**config.mk**
```make
export PLATFORM = sky130hd
export DESIGN_NAME = enc_8b10b_stream
export DESIGN_NICKNAME = d
export VERILOG_FILES = /design/src/rtl/enc_8b10b_stream.sv
export SDC_FILE = /design/constraint.sdc
export NUM_CORES = 1
export LEC_CHECK = 0
export CAP_MARGIN = 20
export CORE_ASPECT_RATIO = 1.2
export CORE_MARGIN = 1
export CORE_UTILIZATION = 43
export CTS_CLUSTER_SIZE = 16
export DETAILED_ROUTE_END_ITERATION = 8
export PLACE_DENSITY = 0.7
export SLEW_MARGIN = 20
export SYNTH_ARGS = -nofsm -noshare
export SYNTH_HDL_FRONTEND = slang
export SYNTH_SLANG_ARGS = --single-unit
```
**constraint.sdc**
```tcl
create_clock -name clk_i -period 11.8 [get_ports clk_i]
set_clock_uncertainty 0.2 [all_clocks]
set_input_delay 2.36 -clock clk_i [delete_from_list [all_inputs] [get_ports clk_i]]
set_output_delay 2.36 -clock clk_i [all_outputs]
set_load 0.01 [all_outputs]
```
**src/rtl/enc_8b10b_stream.sv**
```systemverilog
// enc_8b10b_stream
//   Multi-symbol 8b/10b stream encoder with a valid/ready handshake and a running
//   disparity (RD) that chains symbol-to-symbol and word-to-word. One registered
//   output stage; full throughput (one word per cycle).
//
// Parameters
//   NSYM     symbols per word (>= 1); symbol 0 in the LSBs, transmitted first
//   RD_INIT  RD after reset (0: RD-, 1: RD+)
//
// Ports
//   clk_i       clock
//   reset_i     synchronous active-high reset
//   data_i      NSYM x {K, HGFEDCBA}; symbol i at [9i+8:9i]
//   valid_i     input word valid
//   ready_o     input word accepted when valid_i & ready_o
//   rdSet_i     force RD (resync), single-cycle pulse
//   rdSetVal_i  RD value applied with rdSet_i
//   data_o      NSYM x abcdeifghj; symbol i at [10i+9:10i], 'a' at MSB
//   valid_o     output word valid
//   ready_i     sink accepts when valid_o & ready_i
//   rd_o        RD register (RD used by the next accepted word)
//   kErr_o      invalid K code flag, present only when ENC8B10B_KCHECK_EN is defined
//
// Configuration
//   ENC8B10B_KCHECK_EN  when defined, adds kErr_o and the K-code validity check.

module enc_8b10b_stream #(
  parameter int unsigned NSYM    = 2,
  parameter logic        RD_INIT = 1'b0
) (
  input  logic               clk_i,
  input  logic               reset_i,
  input  logic [NSYM*9-1:0]  data_i,
  input  logic               valid_i,
  output logic               ready_o,
  input  logic               rdSet_i,
  input  logic               rdSetVal_i,
  output logic [NSYM*10-1:0] data_o,
  output logic               valid_o,
  input  logic               ready_i,
  output logic               rd_o
`ifdef ENC8B10B_KCHECK_EN
  ,
  output logic               kErr_o
`endif
);

  // 5b/6b code for RD- (abcdei, 'a' at MSB).
  function automatic logic [5:0] code6_neg(input logic [4:0] x);
    logic [5:0] c;
    case (x)
      5'd0:    c = 6'b100111;
      5'd1:    c = 6'b011101;
      5'd2:    c = 6'b101101;
      5'd3:    c = 6'b110001;
      5'd4:    c = 6'b110101;
      5'd5:    c = 6'b101001;
      5'd6:    c = 6'b011001;
      5'd7:    c = 6'b111000;
      5'd8:    c = 6'b111001;
      5'd9:    c = 6'b100101;
      5'd10:   c = 6'b010101;
      5'd11:   c = 6'b110100;
      5'd12:   c = 6'b001101;
      5'd13:   c = 6'b101100;
      5'd14:   c = 6'b011100;
      5'd15:   c = 6'b010111;
      5'd16:   c = 6'b011011;
      5'd17:   c = 6'b100011;
      5'd18:   c = 6'b010011;
      5'd19:   c = 6'b110010;
      5'd20:   c = 6'b001011;
      5'd21:   c = 6'b101010;
      5'd22:   c = 6'b011010;
      5'd23:   c = 6'b111010;
      5'd24:   c = 6'b110011;
      5'd25:   c = 6'b100110;
      5'd26:   c = 6'b010110;
      5'd27:   c = 6'b110110;
      5'd28:   c = 6'b001110;
      5'd29:   c = 6'b101110;
      5'd30:   c = 6'b011110;
      default: c = 6'b101011;
    endcase
    return c;
  endfunction

  // 3b/4b data code when entering the 4b block at RD- (fghj, 'f' at MSB).
  function automatic logic [3:0] code4d_neg(input logic [2:0] y, input logic alt7);
    logic [3:0] c;
    case (y)
      3'd0:    c = 4'b1011;
      3'd1:    c = 4'b1001;
      3'd2:    c = 4'b0101;
      3'd3:    c = 4'b1100;
      3'd4:    c = 4'b1101;
      3'd5:    c = 4'b1010;
      3'd6:    c = 4'b0110;
      default: c = alt7 ? 4'b0111 : 4'b1110;
    endcase
    return c;
  endfunction

  // 3b/4b control code when entering the 4b block at RD-; RD+ is always the complement.
  function automatic logic [3:0] code4k_neg(input logic [2:0] y);
    logic [3:0] c;
    case (y)
      3'd0:    c = 4'b1011;
      3'd1:    c = 4'b0110;
      3'd2:    c = 4'b1010;
      3'd3:    c = 4'b1100;
      3'd4:    c = 4'b1101;
      3'd5:    c = 4'b0101;
      3'd6:    c = 4'b1001;
      default: c = 4'b0111;
    endcase
    return c;
  endfunction

  // Returns {rd_out, abcdei, fghj} for one symbol {K, HGFEDCBA}.
  function automatic logic [10:0] enc_sym(input logic [8:0] s, input logic rd_in);
    logic       k;
    logic [4:0] x;
    logic [2:0] y;
    logic [5:0] c6;
    logic [3:0] c4;
    logic       unbal6, unbal4, rd_mid, alt7, comp4;
    k = s[8];
    x = s[4:0];
    y = s[7:5];
    c6 = (k && x == 5'd28) ? 6'b001111 : code6_neg(x);
    unbal6 = ($countones(c6) != 3);
    // D.7 is balanced but still alternates (111000 / 000111).
    if (rd_in && (unbal6 || x == 5'd7)) c6 = ~c6;
    rd_mid = rd_in ^ unbal6;
    // A7 avoids a run of five identical bits across the 6b/4b boundary.
    alt7 = (!rd_mid && (x == 5'd17 || x == 5'd18 || x == 5'd20)) ||
           ( rd_mid && (x == 5'd11 || x == 5'd13 || x == 5'd14));
    c4 = k ? code4k_neg(y) : code4d_neg(y, alt7);
    unbal4 = ($countones(c4) != 2);
    comp4 = rd_mid && (k || unbal4 || y == 3'd3);
    if (comp4) c4 = ~c4;
    return {rd_mid ^ unbal4, c6, c4};
  endfunction

  logic [NSYM*10-1:0] data_q, data_d, enc_word;
  logic               valid_q, valid_d;
  logic               rd_q, rd_d, rd_end;
  logic               accept;

`ifdef ENC8B10B_KCHECK_EN
  logic kerr_q, kerr_d, kerr_word;
`endif

  assign ready_o = ~valid_q | ready_i;
  assign accept  = valid_i & ready_o;

  // RD chain through all symbols of the word.
  always_comb begin
    logic        rd_run;
    logic [10:0] res;
    rd_run   = rdSet_i ? rdSetVal_i : rd_q;
    enc_word = '0;
    res      = '0;
`ifdef ENC8B10B_KCHECK_EN
    kerr_word = 1'b0;
`endif
    for (int unsigned i = 0; i < NSYM; i++) begin
      res = enc_sym(data_i[9*i +: 9], rd_run);
      enc_word[10*i +: 10] = res[9:0];
      rd_run = res[10];
`ifdef ENC8B10B_KCHECK_EN
      // Valid K codes: K28.0-K28.7, K23.7, K27.7, K29.7, K30.7.
      if (data_i[9*i+8] &&
          !(data_i[9*i +: 5] == 5'd28 ||
            (data_i[9*i+5 +: 3] == 3'd7 &&
             (data_i[9*i +: 5] == 5'd23 || data_i[9*i +: 5] == 5'd27 ||
              data_i[9*i +: 5] == 5'd29 || data_i[9*i +: 5] == 5'd30)))) begin
        kerr_word = 1'b1;
      end
`endif
    end
    rd_end = rd_run;
  end

  always_comb begin
    data_d  = data_q;
    valid_d = valid_q;
    rd_d    = rd_q;
`ifdef ENC8B10B_KCHECK_EN
    kerr_d  = kerr_q;
`endif
    if (accept) begin
      data_d  = enc_word;
      valid_d = 1'b1;
      rd_d    = rd_end;
`ifdef ENC8B10B_KCHECK_EN
      kerr_d  = kerr_word;
`endif
    end else begin
      if (ready_i) valid_d = 1'b0;
      // Under backpressure the held word is not re-encoded; only the RD register moves.
      if (rdSet_i) rd_d = rdSetVal_i;
    end
  end

  always_ff @(posedge clk_i) begin
    if (reset_i) begin
      data_q  <= '0;
      valid_q <= 1'b0;
      rd_q    <= RD_INIT;
`ifdef ENC8B10B_KCHECK_EN
      kerr_q  <= 1'b0;
`endif
    end else begin
      data_q  <= data_d;
      valid_q <= valid_d;
      rd_q    <= rd_d;
`ifdef ENC8B10B_KCHECK_EN
      kerr_q  <= kerr_d;
`endif
    end
  end

  assign data_o  = data_q;
  assign valid_o = valid_q;
  assign rd_o    = rd_q;
`ifdef ENC8B10B_KCHECK_EN
  assign kErr_o  = kerr_q;
`endif

endmodule
```
==> results of run 1 <==
per-stage QoR:
stage	total power [mW]	hold WS [ns]	worst slack (ns)	instances
2_1_floorplan	0.315	0.270	0.822	329
3_3_place_gp	0.388	0.242	0.434	440
3_5_place_dp	0.394	0.251	0.222	440
4_1_cts	0.450	0.264	0.484	444
5_1_grt	0.481	0.280	0.0291	444
6_report	0.445	0.261	0.563	444
sequential cells by signal, summed over array words and instances (netlist names):
name and count:
valid_o 1, rd_o 1, data_o 20
logic make-up after synthesis:
family | share of synthesized area
flip-flops | 0.170
adder cells (fa/ha/maj) | 0.162
multiplexers | 0.0366
XOR/XNOR | 0.0771
AND/OR/NAND/NOR | 0.230
buffers and inverters | 0.0665
AO/OA/AOI/OAI | 0.257
critical path: cells and delay by family:
| family | cells | cell delay [ns] |
|---|---|---|
| muxes | 2 | 0.49 |
| AOI/OAI and AO/OA | 3 | 0.68 |
| buffers and inverters | 6 | 1.01 |
| adders and majority gates | 11 | 3.79 |
| and+or+nand+nor | 8 | 1.89 |
| xor gates and xnor gates | 4 | 0.98 |
power by group:
| part | switching [mW] | internal [mW] |
|---|---|---|
| combinational | 0.139 | 0.146 |
| sequential | 0.0107 | 0.0945 |
| clock | 0.0254 | 0.0298 |
| total | 0.176 | 0.270 |
layer usage:
layer / share of wire / vias to the layer above / routed length (um)
met4: 0.016 / 0 / 97
met3: 0.031 / 9 / 191
li1: - / 1271 / -
met2: 0.50 / 55 / 3010
met5: 0 / - / 0
met1: 0.46 / 1167 / 2780
final timing paths:
check	start	end	slack [ns]
worst max register to register	rd_o	data_o[10]	5.82
worst max-delay path	data_i[1]	data_o[10]	0.56
worst min register to register	data_o[7]	data_o[7]	0.26
worst min-delay path	data_o[7]	data_o[7]	0.26
placed cells by master (no fill, tap or decap), types with 3 or more instances in the layout:
master / synthesis / layout
a2111oi_0: 5 / 5
a211o_1: 3 / 3
a211oi_1: 9 / 9
a21o_1: 3 / 3
a21oi_1: 14 / 14
a31oi_1: 12 / 12
and3_1: 7 / 7
buf_4: 0 / 7
clkbuf_8: 0 / 4
clkdlybuf4s50_1: 0 / 46
dfxtp_1: 22 / 22
fa_1: 8 / 8
ha_1: 20 / 20
inv_1: 18 / 18
mux2i_1: 7 / 6
nand2_1: 26 / 26
nand2b_1: 8 / 8
nand3_1: 9 / 9
nand3b_1: 3 / 3
nor2_1: 26 / 26
nor2b_1: 11 / 11
nor3_1: 5 / 5
o211ai_1: 4 / 4
o21ai_0: 13 / 13
o22ai_1: 4 / 4
o31ai_1: 3 / 3
o32ai_1: 3 / 3
or3_1: 3 / 3
xnor2_1: 12 / 12
xor2_1: 5 / 5
cell type report:
| type | instances | area (um^2) |
|---|---|---|
| multi-input combinational | 266 | 1990 |
| clock buffer | 4 | 55.1 |
| sequential | 22 | 440 |
| timing repair buffer | 53 | 513 |
| tap | 80 | 100 |
| inverter | 19 | 71.3 |
| fill | 567 | 2580 |
==> results.py, run 1 <==
metrics = {
    "run_status": {
        "status": "finished clean",
    },
    "place": {
        "gp_congestion": 0.858,
        "dp_hpwl_um": 4670,
        "place_area_um2": 3110,
        "io_buffers": 46,
    },
    "synthesis": {
        "synth_edf_count": 0,
        "synth_area_um2": 2590,
        "avgSynthCellArea_um2": 7.89,
        "synth-seq-area-share": 0.170,
        "ys_top_cells_by_count": "nand2_1 (26), nor2_1 (26), dfxtp_1 (22), ha_1 (20), inv_1 (18)",
        "synth-async-reset-ratio": 0,
        "synth_cells": 329,
        "synth_seq_cells": 22,
        "ys_types": 66,
        "synth_ff_type": "dfxtp_1",
        "synthTopCellsByArea": "dfxtp_1 (17%), ha_1 (9.6%), fa_1 (6.2%)",
        "yosysTopAreaCell": "dfxtp_1",
        "yosys_warnings": 0,
        "synth_nets": 381,
        "synth.top_cell.area_share": 0.170,
    },
    "min_path": {
        "hold_path_depth": 2,
        "holdCritPathClass": "flip-flop to flip-flop",
    },
    "clocking": {
        "postCtsSetupRepairBufs": 0,
        "clkLatencyLatePin_ns": 0.27,
        "cts_buffers": 3,
        "clkTransAtPathRegs_ns": 0.08,
        "cts_tree": "done",
        "ctsResizeCount": 0,
        "clockBufferDepth": 2,
        "cts_hold_buf": 0,
        "h-tree-depth": 1,
        "clock-sinks": 22,
        "cts-root-buf": "clkbuf_8",
    },
    "setup_path": {
        "cp.arrival_ns": 11.21,
        "critPathMaxStageDelay_ns": 0.56,
        "cpMaxStageDelayCell": "fa_1",
        "critPathKind": "primary input to flip-flop",
        "crit_fanout": 10,
        "reg2reg_depth": 21,
        "start_kind": "primary input",
        "crit_path_end_kind": "flip-flop",
        "cp_data_required_time_ns": 11.78,
        "critPathMostFrequentCell": "ha_1",
    },
    "grt": {
        "grt_use_met1": 0.245,
        "track_usage": 0.194,
        "grt_use_met3": 0.0104,
        "overflow": 0,
        "grt_pass1_vias": 2231,
        "grt_max_degree": 25,
        "top_usage_layer": "met2",
        "grt_pass1_wl_um": 9890,
        "grtUsageMet2": 0.347,
        "antenna_found_initial": 0,
    },
    "floorplanning": {
        "die_w_um": 72.9,
        "start_util": 0.452,
        "core_area_um2": 5740,
        "die_h_um": 87.1,
        "num_rows": 30,
        "dieArea_um2": 6350,
        "io_pins": 47,
    },
    "finish": {
        "final_nets": 417,
        "drive_gt1_frac": 0.0687,
        "fin_util": 0.551,
        "fin_area_um2": 3170,
        "area_growth_pct": 22.0,
        "antenna_cells": 0,
    },
    "sta": {
        "setup_tns_ns": 0,
        "slew_headroom": 0.492,
        "worst_slew_pin_slew_ns": 0.762,
        "period_share": 0.952,
        "rsz0062_at_grt": "no",
        "hold_viol": 0,
        "max_freq_ghz": 0.0890,
        "finalSetupViolCount": 0,
        "maxSlewViolCount": 0,
        "min_period_ns": 11.24,
    },
    "detailed_routing": {
        "vias": 2502,
        "wl_per_cell_um": 13.7,
        "ant_nets": 0,
        "drt_iter0_markers": 75,
        "vias_per_cell": 5.64,
        "wl_um": 6070,
        "firstDrtPassIters": 4,
        "drc_errors": 0,
    },
    "pwr": {
        "pwr_density_cell_nw_per_um2": 141,
        "power_leakage_nw": 1.26,
        "vdd_drop_max_mv": 0.0803,
    },
    "run": {
        "max-cap-violations": 0,
    },
}
Note: power is estimated with default switching activity, not from simulation.
==> inputs of run 2 (changes only) <==
--- a/config.mk
+++ b/config.mk
@@ -8,10 +8,12 @@
 export CAP_MARGIN = 20
 export CORE_ASPECT_RATIO = 1.2
 export CORE_MARGIN = 1
-export CORE_UTILIZATION = 43
+export CORE_UTILIZATION = 65
+export CTS_CLUSTER_DIAMETER = 40
 export CTS_CLUSTER_SIZE = 16
 export DETAILED_ROUTE_END_ITERATION = 8
-export PLACE_DENSITY = 0.7
+export DONT_BUFFER_PORTS = 1
+export PLACE_DENSITY = 0.83
 export SLEW_MARGIN = 20
 export SYNTH_ARGS = -nofsm -noshare
 export SYNTH_HDL_FRONTEND = slang
==> results.py, run 2 (synthesis results as in run 1) <==
metrics = {
    "run_status": {
        "status": "finished clean",
    },
    "detailed_routing": {
        "drt_iter0_markers": 187,
        "vias": 2324,
        "vias_per_cell": 6.40,
        "wl_um": 5610,
        "drc_errors": 0,
        "firstDrtPassIters": 4,
        "ant_nets": 0,
        "wl_per_cell_um": 15.4,
    },
    "pwr": {
        "finalPower_mw": 0.390,
        "pwr_density_cell_nw_per_um2": 149,
        "power_leakage_nw": 1.06,
        "vdd_drop_max_mv": 0.0827,
    },
    "sta": {
        "max_freq_ghz": 0.0891,
        "min_period_ns": 11.22,
        "rsz0062_at_grt": "no",
        "finalWorstSetupSlack_ns": 0.582,
        "worst_slew_pin_slew_ns": 0.724,
        "slew_headroom": 0.505,
        "hold_slack_ns": 0.297,
        "hold_viol": 0,
        "maxSlewViolCount": 0,
        "finalSetupViolCount": 0,
        "period_share": 0.951,
    },
    "setup_path": {
        "critPathKind": "primary input to flip-flop",
        "crit_fanout": 10,
        "reg2reg_slack_ns": 5.34,
        "cp.arrival_ns": 11.19,
        "critPathLaunch": "data_i[0]",
        "path_depth": 30,
        "crit_path_end_kind": "flip-flop",
        "cp_top_family": "adder cells",
        "crit_end": "data_o[13]",
        "timing.rr.end": "data_o[13]",
        "cpMaxStageDelayCell": "fa_1",
        "crit_buf_inv": 3,
        "cp_data_required_time_ns": 11.77,
        "critPathMostFrequentCell": "ha_1",
        "critPathMaxStageDelay_ns": 0.54,
        "reg2reg_depth": 19,
        "reg2reg_from": "rd_o",
        "start_kind": "primary input",
    },
    "grt": {
        "grt_pass1_vias": 2240,
        "overflow": 0,
        "grt_max_degree": 25,
        "track_usage": 0.286,
        "grt_pass1_wl_um": 9610,
        "antenna_found_initial": 0,
    },
    "run": {
        "max-cap-violations": 0,
    },
    "place": {
        "post-place-ws_ns": -0.00426,
        "io_buffers": 0,
        "place_area_um2": 2560,
        "dpl.cell_count": 359,
        "gp_congestion": 0.888,
        "dp_hpwl_um": 4310,
    },
    "floorplanning": {
        "die_w_um": 59.7,
        "num_rows": 24,
        "start_util": 0.697,
        "die_h_um": 71.2,
        "io_pins": 47,
        "core_area_um2": 3720,
        "dieArea_um2": 4250,
    },
    "finish": {
        "finalNonFillerCells": 363,
        "drive_gt1_frac": 0.0579,
        "largest_register_ffs": 20,
        "most-common-layout-cells": "nand2_1 (26), nor2_1 (26), dfxtp_1 (22), ha_1 (20), inv_1 (18)",
        "antenna_cells": 0,
        "area_growth_pct": 0.964,
        "final_nets": 364,
        "fin_area_um2": 2620,
    },
    "clocking": {
        "cts_tree": "done",
        "clockBufferDepth": 2,
        "cts_hold_buf": 0,
        "postCtsSetupRepairBufs": 0,
        "clkTransAtPathRegs_ns": 0.08,
        "clkLatencyLatePin_ns": 0.26,
        "h-tree-depth": 1,
        "cts_buffers": 3,
        "cts-root-buf": "clkbuf_8",
        "clock-sinks": 22,
    },
    "min_path": {
        "holdCritPathClass": "flip-flop to flip-flop",
    },
}
run 2: cell types whose count changed in the layout (fill, tap and decap cells not counted):
cell | before | now
mux2i_2 | 2 | 1
a2111oi_0 | 5 | 4
a2111oi_2 | 0 | 1
clkdlybuf4s50_1 | 46 | 0
buf_4 | 7 | 0
mux2i_1 | 6 | 7
run 2: metrics by stage:
stage / util / setup TNS, ns
2_1_floorplan: - / 0
3_3_place_gp: 0.687 / 0
3_5_place_dp: 0.687 / -0.00662
4_1_cts: 0.702 / 0
5_1_grt: 0.704 / 0
6_report: 0.704 / 0
run 2: worst min-delay path by stage:
stage | from | endpoint | slack (ns) | depth (start not counted)
finish | data_o[7] | data_o[7] | 0.30 | 2
CTS | data_o[7] | data_o[7] | 0.30 | 2
global placement | data_o[7] | data_o[7] | 0.28 | 2
detailed placement | data_o[7] | data_o[7] | 0.29 | 2
global route | data_o[7] | data_o[7] | 0.32 | 2
floorplan | data_o[5] | data_o[5] | 0.27 | 2
run 2: per-layer routing:
layer / GRT usage / share of wire
met5: 0 / 0
met1: 0.334 / 0.42
met3: 0.0361 / 0.032
met4: 0.0930 / 0.012
met2: 0.526 / 0.53
run 2: layout make-up:
cell class                      count  area (um^2)
Fill cell                         350         1100
Sequential cell                    22          440
Multi-Input combinational cell    266         1990
Clock buffer                        4         55.1
Tap cell                           52         65.1
Inverter                           19         71.3
run 2: report_power, final:
| group | total (mW) | internal (mW) | switching, mW |
|---|---|---|---|
| registers | 0.118 | 0.0947 | 0.0230 |
| clock network | 0.0543 | 0.0297 | 0.0245 |
| logic | 0.218 | 0.106 | 0.113 |
run 2: repair_timing:
action / 4_1_cts / 5_1_grt
hold endpoints to repair: 0 / 0
gates resized for setup: 0 / 1
setup endpoints to repair: 0 / 4
run 2: worst reg2reg max path, stage by stage (launching register included):
cell and delay, ns:
dfxtp_1 0.35, mux2i_2 0.28, xnor2_1 0.24, mux2i_1 0.41
o21ai_0 0.18, fa_1 0.52, ha_1 0.22, ha_1 0.26
or3b_1 0.40, xnor3_2 0.32, xnor2_4 0.28, mux2i_1 0.14
or2_1 0.26, fa_1 0.51, ha_1 0.22, ha_1 0.27
or3b_2 0.47, nor3_1 0.51, xor2_1 0.14, o31ai_1 0.20
